`src/rtl/song_reader_pkg.sv`:
```
// Shared defaults and FSM state encoding for the song reader.
package song_reader_pkg;

    localparam int unsigned NOTE_W_DEF = 6;
    localparam int unsigned DUR_W_DEF  = 6;
    localparam int unsigned OFS_W_DEF  = 5;
    localparam int unsigned SONG_W     = 2;

    typedef enum logic [2:0] {
        ST_IDLE      = 3'd0,
        ST_FETCH     = 3'd1,
        ST_WAIT_ROM  = 3'd2,
        ST_CHECK     = 3'd3,
        ST_WAIT_NOTE = 3'd4,
        ST_DONE      = 3'd5
    } state_e;

endpackage

```
`src/rtl/song_reader_rom.sv`:
```
// Song ROM: four songs of 2^OFS_W words {note, duration}, one-cycle registered read.
// Contents are a constant table so the block synthesizes without a memory init file.
module song_rom
    import song_reader_pkg::*;
#(
    parameter int unsigned NOTE_W = NOTE_W_DEF,
    parameter int unsigned DUR_W  = DUR_W_DEF,
    parameter int unsigned OFS_W  = OFS_W_DEF
) (
    input  logic                      clk,
    input  logic [SONG_W+OFS_W-1:0]   addr,
    output logic [NOTE_W+DUR_W-1:0]   data
);

    logic [31:0]             ofs_w;
    logic [NOTE_W-1:0]       note_v;
    logic [DUR_W-1:0]        dur_v;
    logic [NOTE_W+DUR_W-1:0] data_d;
    logic [NOTE_W+DUR_W-1:0] data_q;

    assign ofs_w = 32'(addr[OFS_W-1:0]);

    always_comb begin
        note_v = '0;
        dur_v  = '0;
        case (addr[OFS_W +: SONG_W])
            2'd0: begin
                note_v = NOTE_W'(ofs_w + 32'd1);
                dur_v  = DUR_W'(ofs_w + 32'd2);
            end
            // Two-note song; every remaining word is {0,0}, usable as an end marker.
            2'd1: begin
                case (ofs_w)
                    32'd0: begin
                        note_v = NOTE_W'(32'd10);
                        dur_v  = DUR_W'(32'd12);
                    end
                    32'd1: begin
                        note_v = NOTE_W'(32'd20);
                        dur_v  = DUR_W'(32'd6);
                    end
                    default: begin
                        note_v = '0;
                        dur_v  = '0;
                    end
                endcase
            end
            2'd2: begin
                note_v = NOTE_W'(32'd63 - ofs_w);
                dur_v  = DUR_W'(ofs_w + 32'd1);
            end
            default: begin
                note_v = NOTE_W'(ofs_w + 32'd32);
                dur_v  = DUR_W'(32'd48 - ofs_w);
            end
        endcase
        data_d = {note_v, dur_v};
    end

    always_ff @(posedge clk) begin
        data_q <= data_d;
    end

    assign data = data_q;

endmodule

```
`src/rtl/song_reader.sv`:
```
// Song reader: steps through a ROM song one note at a time, handshaking with the note player.
// Define SONG_READER_ENDMARK_EN to treat a duration-0 word as end of song.
module song_reader
    import song_reader_pkg::*;
#(
    parameter int unsigned NOTE_W = NOTE_W_DEF,
    parameter int unsigned DUR_W  = DUR_W_DEF,
    parameter int unsigned OFS_W  = OFS_W_DEF
) (
    input  logic              clk,
    input  logic              reset,
    input  logic              play,
    input  logic [1:0]        song,
    input  logic              reset_play,
    input  logic              note_done,
    output logic [NOTE_W-1:0] note,
    output logic [DUR_W-1:0]  duration,
    output logic              new_note,
    output logic              song_done
);

    state_e                  state_q, state_d;
    logic [OFS_W-1:0]        offset_q, offset_d;
    logic [SONG_W-1:0]       song_q, song_d;
    logic [NOTE_W-1:0]       note_q, note_d;
    logic [DUR_W-1:0]        duration_q, duration_d;
    logic                    new_note_q, new_note_d;
    logic                    song_done_q, song_done_d;
    logic [NOTE_W+DUR_W-1:0] rom_data;
    logic                    end_mark;

    song_rom #(.NOTE_W(NOTE_W), .DUR_W(DUR_W), .OFS_W(OFS_W)) u_rom (
        .clk  (clk),
        .addr ({song_q, offset_q}),
        .data (rom_data)
    );

`ifdef SONG_READER_ENDMARK_EN
    assign end_mark = (duration_q == '0);
`else
    assign end_mark = 1'b0;
`endif

    // Pulses are set on the transition, so they are high during the first cycle of the new state.
    always_comb begin
        state_d     = state_q;
        offset_d    = offset_q;
        song_d      = song_q;
        note_d      = note_q;
        duration_d  = duration_q;
        new_note_d  = 1'b0;
        song_done_d = 1'b0;
        if (reset_play) begin
            state_d  = ST_IDLE;
            offset_d = '0;
        end else begin
            case (state_q)
                ST_IDLE: begin
                    if (play) begin
                        state_d = ST_FETCH;
                        song_d  = song;
                    end
                end
                ST_FETCH:    state_d = ST_WAIT_ROM;
                ST_WAIT_ROM: begin
                    state_d    = ST_CHECK;
                    note_d     = rom_data[DUR_W +: NOTE_W];
                    duration_d = rom_data[DUR_W-1:0];
                end
                ST_CHECK: begin
                    if (end_mark) begin
                        state_d     = ST_DONE;
                        song_done_d = 1'b1;
                    end else begin
                        state_d    = ST_WAIT_NOTE;
                        new_note_d = 1'b1;
                    end
                end
                ST_WAIT_NOTE: begin
                    if (note_done) begin
                        if (offset_q == '1) begin
                            state_d     = ST_DONE;
                            song_done_d = 1'b1;
                        end else begin
                            offset_d = offset_q + OFS_W'(1);
                            state_d  = play ? ST_FETCH : ST_IDLE;
                        end
                    end
                end
                ST_DONE: begin
                    state_d  = ST_IDLE;
                    offset_d = '0;
                end
                default: state_d = ST_IDLE;
            endcase
        end
    end

    always_ff @(posedge clk or negedge reset) begin
        if (!reset) begin
            state_q     <= ST_IDLE;
            offset_q    <= '0;
            song_q      <= '0;
            note_q      <= '0;
            duration_q  <= '0;
            new_note_q  <= 1'b0;
            song_done_q <= 1'b0;
        end else begin
            state_q     <= state_d;
            offset_q    <= offset_d;
            song_q      <= song_d;
            note_q      <= note_d;
            duration_q  <= duration_d;
            new_note_q  <= new_note_d;
            song_done_q <= song_done_d;
        end
    end

    assign note      = note_q;
    assign duration  = duration_q;
    assign new_note  = new_note_q;
    assign song_done = song_done_q;

endmodule

```
`config.mk`:
```
export PLATFORM = sky130hd
export DESIGN_NAME = song_reader
export DESIGN_NICKNAME = d
export VERILOG_FILES = /design/src/rtl/song_reader_pkg.sv /design/src/rtl/song_reader_rom.sv /design/src/rtl/song_reader.sv
export SDC_FILE = /design/constraint.sdc
export NUM_CORES = 1
export LEC_CHECK = 0
export BUFFER_PORTS_ARGS = -buffer_cell sky130_fd_sc_hd__buf_2
export CAP_MARGIN = 10
export CORE_MARGIN = 2
export CORE_UTILIZATION = 61
export CTS_CLUSTER_DIAMETER = 100
export DETAILED_ROUTE_END_ITERATION = 7
export HOLD_SLACK_MARGIN = 0.02
export PLACE_DENSITY = 0.87
export SLEW_MARGIN = 20
export SYNTH_ARGS = -nofsm -noshare
export SYNTH_HDL_FRONTEND = slang
export SYNTH_SLANG_ARGS = --single-unit
```
`constraint.sdc`:
```
create_clock -name clk -period 4.7 [get_ports clk]
set_input_delay 0.235 -clock clk [delete_from_list [all_inputs] [get_ports clk]]
set_output_delay 0.235 -clock clk [all_outputs]
set_load 0.03 [all_outputs]
```
==> flow_metrics.tcl <==
set metrics [dict create \
    status "completed" \
    yosys.area.top_type "dfrtp_1" \
    min_from "song[0]" \
    worst_setup_path_startpoint "offset_q[0]$_DFFE_PN0P_" \
    pwr-share-clk_pct 21.8 \
    cts_buffers 5 \
    drive_gt1_share_pct 24.6 \
    ctsResizeCount 0 \
    layout_min_cycle_time_ns 2.23 \
    ys_async_sr_fraction_pct 66.7 \
    via_per_inst 6.01 \
    synth-edff-count 0 \
    clkTransAtPathRegs_ns 0.10 \
    r2r_cells 7 \
    slew_violations 0 \
    synthesis.area_mm2 0.00178 \
    grt_pass1_wl_um 5990 \
    antenna_found_initial 0 \
    io_pins 21 \
    finalWorstSetupSlack_ns 2.47 \
    syn-num-nets 177 \
    dr.pass1.iters 5 \
    grt_max_degree 25 \
    ir_drop_v 0.000503 \
    cp-endpoint "offset_q[4]$_DFFE_PN0P_" \
    crit_fanout 13 \
    die_area_mm2 0.00337 \
    reg2reg_slack_ns 2.47 \
    drv_cap 0 \
    design.core.area_mm2 0.00276 \
    dp_cells 205 \
    stdcell_count 214 \
    multiInputGateArea_um2 866 \
    synth_top_area_share_pct 33.7 \
    yosysSeqAreaShare_pct 47.2 \
    final_cell_mix "dfrtp_1 (24), buf_2 (20), nand2_1 (12), nor2_1 (12), dfxtp_1 (12)" \
    fillers 205 \
    ff_latch_area_um2 841 \
    gp_congestion 0.899 \
    crit_required_ns 4.97 \
    drcViolationCount 0 \
    rows 19 \
    powerDensity_mw_per_mm2 511 \
    setup_violations 0 \
    start_util_pct 64.7 \
    n_antenna_cell 0 \
    die_y_um 58.1 \
    switching_share_pct 35.2 \
    dr.first_iter.drc_count 41 \
    hp-class "input pin to flip-flop" \
    rsz0062_at_grt "no" \
    p_switching_uw 352 \
    synthToLayoutAreaGrowth_pct 9.61 \
    worstMarginPinSlew_ns 1.03 \
    ant_nets 0 \
    clock_latency_ns 0.35 \
    via_count 1286 \
    cts_root_buf "clkbuf_4" \
    final.setup.tns_ns 0 \
    ys_warn_count 0 \
    grt_usage_pct 24.1 \
    seq_power_share_pct 46.3 \
    dp_hpwl_um 2510 \
    cp-start-kind "flip-flop" \
    die_w_um 58.1 \
    relSlewSlack_pct 31.3 \
    r2r-end "offset_q[4]$_DFFE_PN0P_" \
    ys_seq_elements 36 \
    post_drt_wl_per_cell_um 16.5 \
    synth_ff_type "dfrtp_1" \
    place_ws_ns 2.57 \
    clock_skew_ns 0.0158 \
    cts_buffer_depth 2 \
    hold_viol 0 \
    grt_pass1_vias 1256 \
    wl_um 3530 \
    crit_path_end_kind "flip-flop" \
    fin_crit_sh_pct 47.4 \
    pwr-share-comb_pct 31.8 \
    timing.fmax_ghz 0.448 \
    cts_tree "built" \
    cp.arrival_ns 2.50 \
    grt.overflow.total 0 \
    syn_inst 163 \
    port_buffers 20 \
    avgSynthCellArea_um2 10.9 \
    synth_cell_type_count 44 \
    ys_top_cells_by_area "dfrtp_1 (34%), dfxtp_1 (13%), mux2_4 (8.4%)" \
    critPathKind "flip-flop to flip-flop" \
    p_int_uw 647 \
    cellLeakagePower_uw 0.000876 \
    final_common_cell "dfrtp_1" \
    numClockSinks 36 \
    r2r-start "offset_q[0]$_DFFE_PN0P_" \
    finalNetCount 196 \
    htree_levels 2 \
]
==> cell families after synthesis <==
family | share of synthesized area [%]
and+or+nand+nor | 15.9
DFF | 47.2
AOI/OAI and AO/OA | 13.0
buffers and inverters | 4.28
muxes | 10.9
xor gates and xnor gates | 3.93
adders and majority gates | 4.91
==> registers in the layout (all words and copies together) (netlist names) <==
signal,cells
duration,6
new_note,1
note,6
offset_q,5
song_done,1
song_q,2
state_q,3
u_rom.data,12
==> Yosys cell counts (4+ instances only) <==
cell type,instances
a21oi_1,9
ha_1,7
nor2_1,12
nor2b_1,4
buf_2,4
xnor2_1,8
dfxtp_1,12
inv_1,5
dfrtp_1,24
nand2_1,12
o21ai_0,6
mux2_4,10
==> stage by stage <==
step / hold slack (ns) / utilization [%] / instance area, um2 / total power [uW]
2_1_floorplan: -0.0606 / - / 1780 / 702
3_3_place_gp: 0.235 / 67.6 / 1860 / 772
3_5_place_dp: 0.247 / 67.6 / 1860 / 790
4_1_cts: 0.0881 / 70.9 / 1950 / 1010
5_1_grt: 0.0909 / 70.9 / 1950 / 1050
6_report: 0.0925 / 70.9 / 1950 / 999
==> worst min path at each step <==
stage	to	slack [ns]	cells after the start
floorplan	duration[0]$_DFFE_PN0P_	-0.06	0
global route	song_q[1]$_DFFE_PN0P_	0.09	2
global placement	duration[0]$_DFFE_PN0P_	0.23	1
detailed placement	note[2]$_DFFE_PN0P_	0.25	1
finish	song_q[0]$_DFFE_PN0P_	0.09	3
CTS	song_q[0]$_DFFE_PN0P_	0.09	3
==> power groups by stage <==
stage          clock (uW)  sequential (uW)  combinational, uW
6_report              218              463                318
5_1_grt               235              475                341
4_1_cts               221              464                320
3_5_place_dp            0              471                319
3_3_place_gp            0              461                311
2_1_floorplan           0              540                162
==> per-layer routing <==
metal	share of wire [%]	vias up	GRT usage [%]
met5	0	-	0
met4	3.5	0	11.6
met3	5.2	17	7.14
met2	49	44	39.4
met1	42	611	29.0
li1	-	614	-
==> critical path, stage by stage (launching register included) <==
cell and delay [ns]:
dfrtp_1 0.55, ha_1 0.32, and3_1 0.20, ha_1 0.22, and2b_1 0.29, nor3b_4 0.30
a22oi_1 0.14, nor2_1 0.14
==> cell type report <==
cell class / instances / share of cell area (%)
clock buffer: 5 / 1.92
clock inverter: 3 / 2.18
inverter: 5 / 0.960
multi-input combinational: 113 / 44.3
sequential: 36 / 43.0
tap: 31 / 1.98
timing repair buffer: 21 / 5.63
==> repair_timing <==
action / in CTS / in global routing
setup buffers: 0 / 0
setup endpoints to repair: 0 / 0
hold endpoints to repair: 24 / 0
hold buffers: 1 / 0
Note: power is estimated with default switching activity, not from simulation.
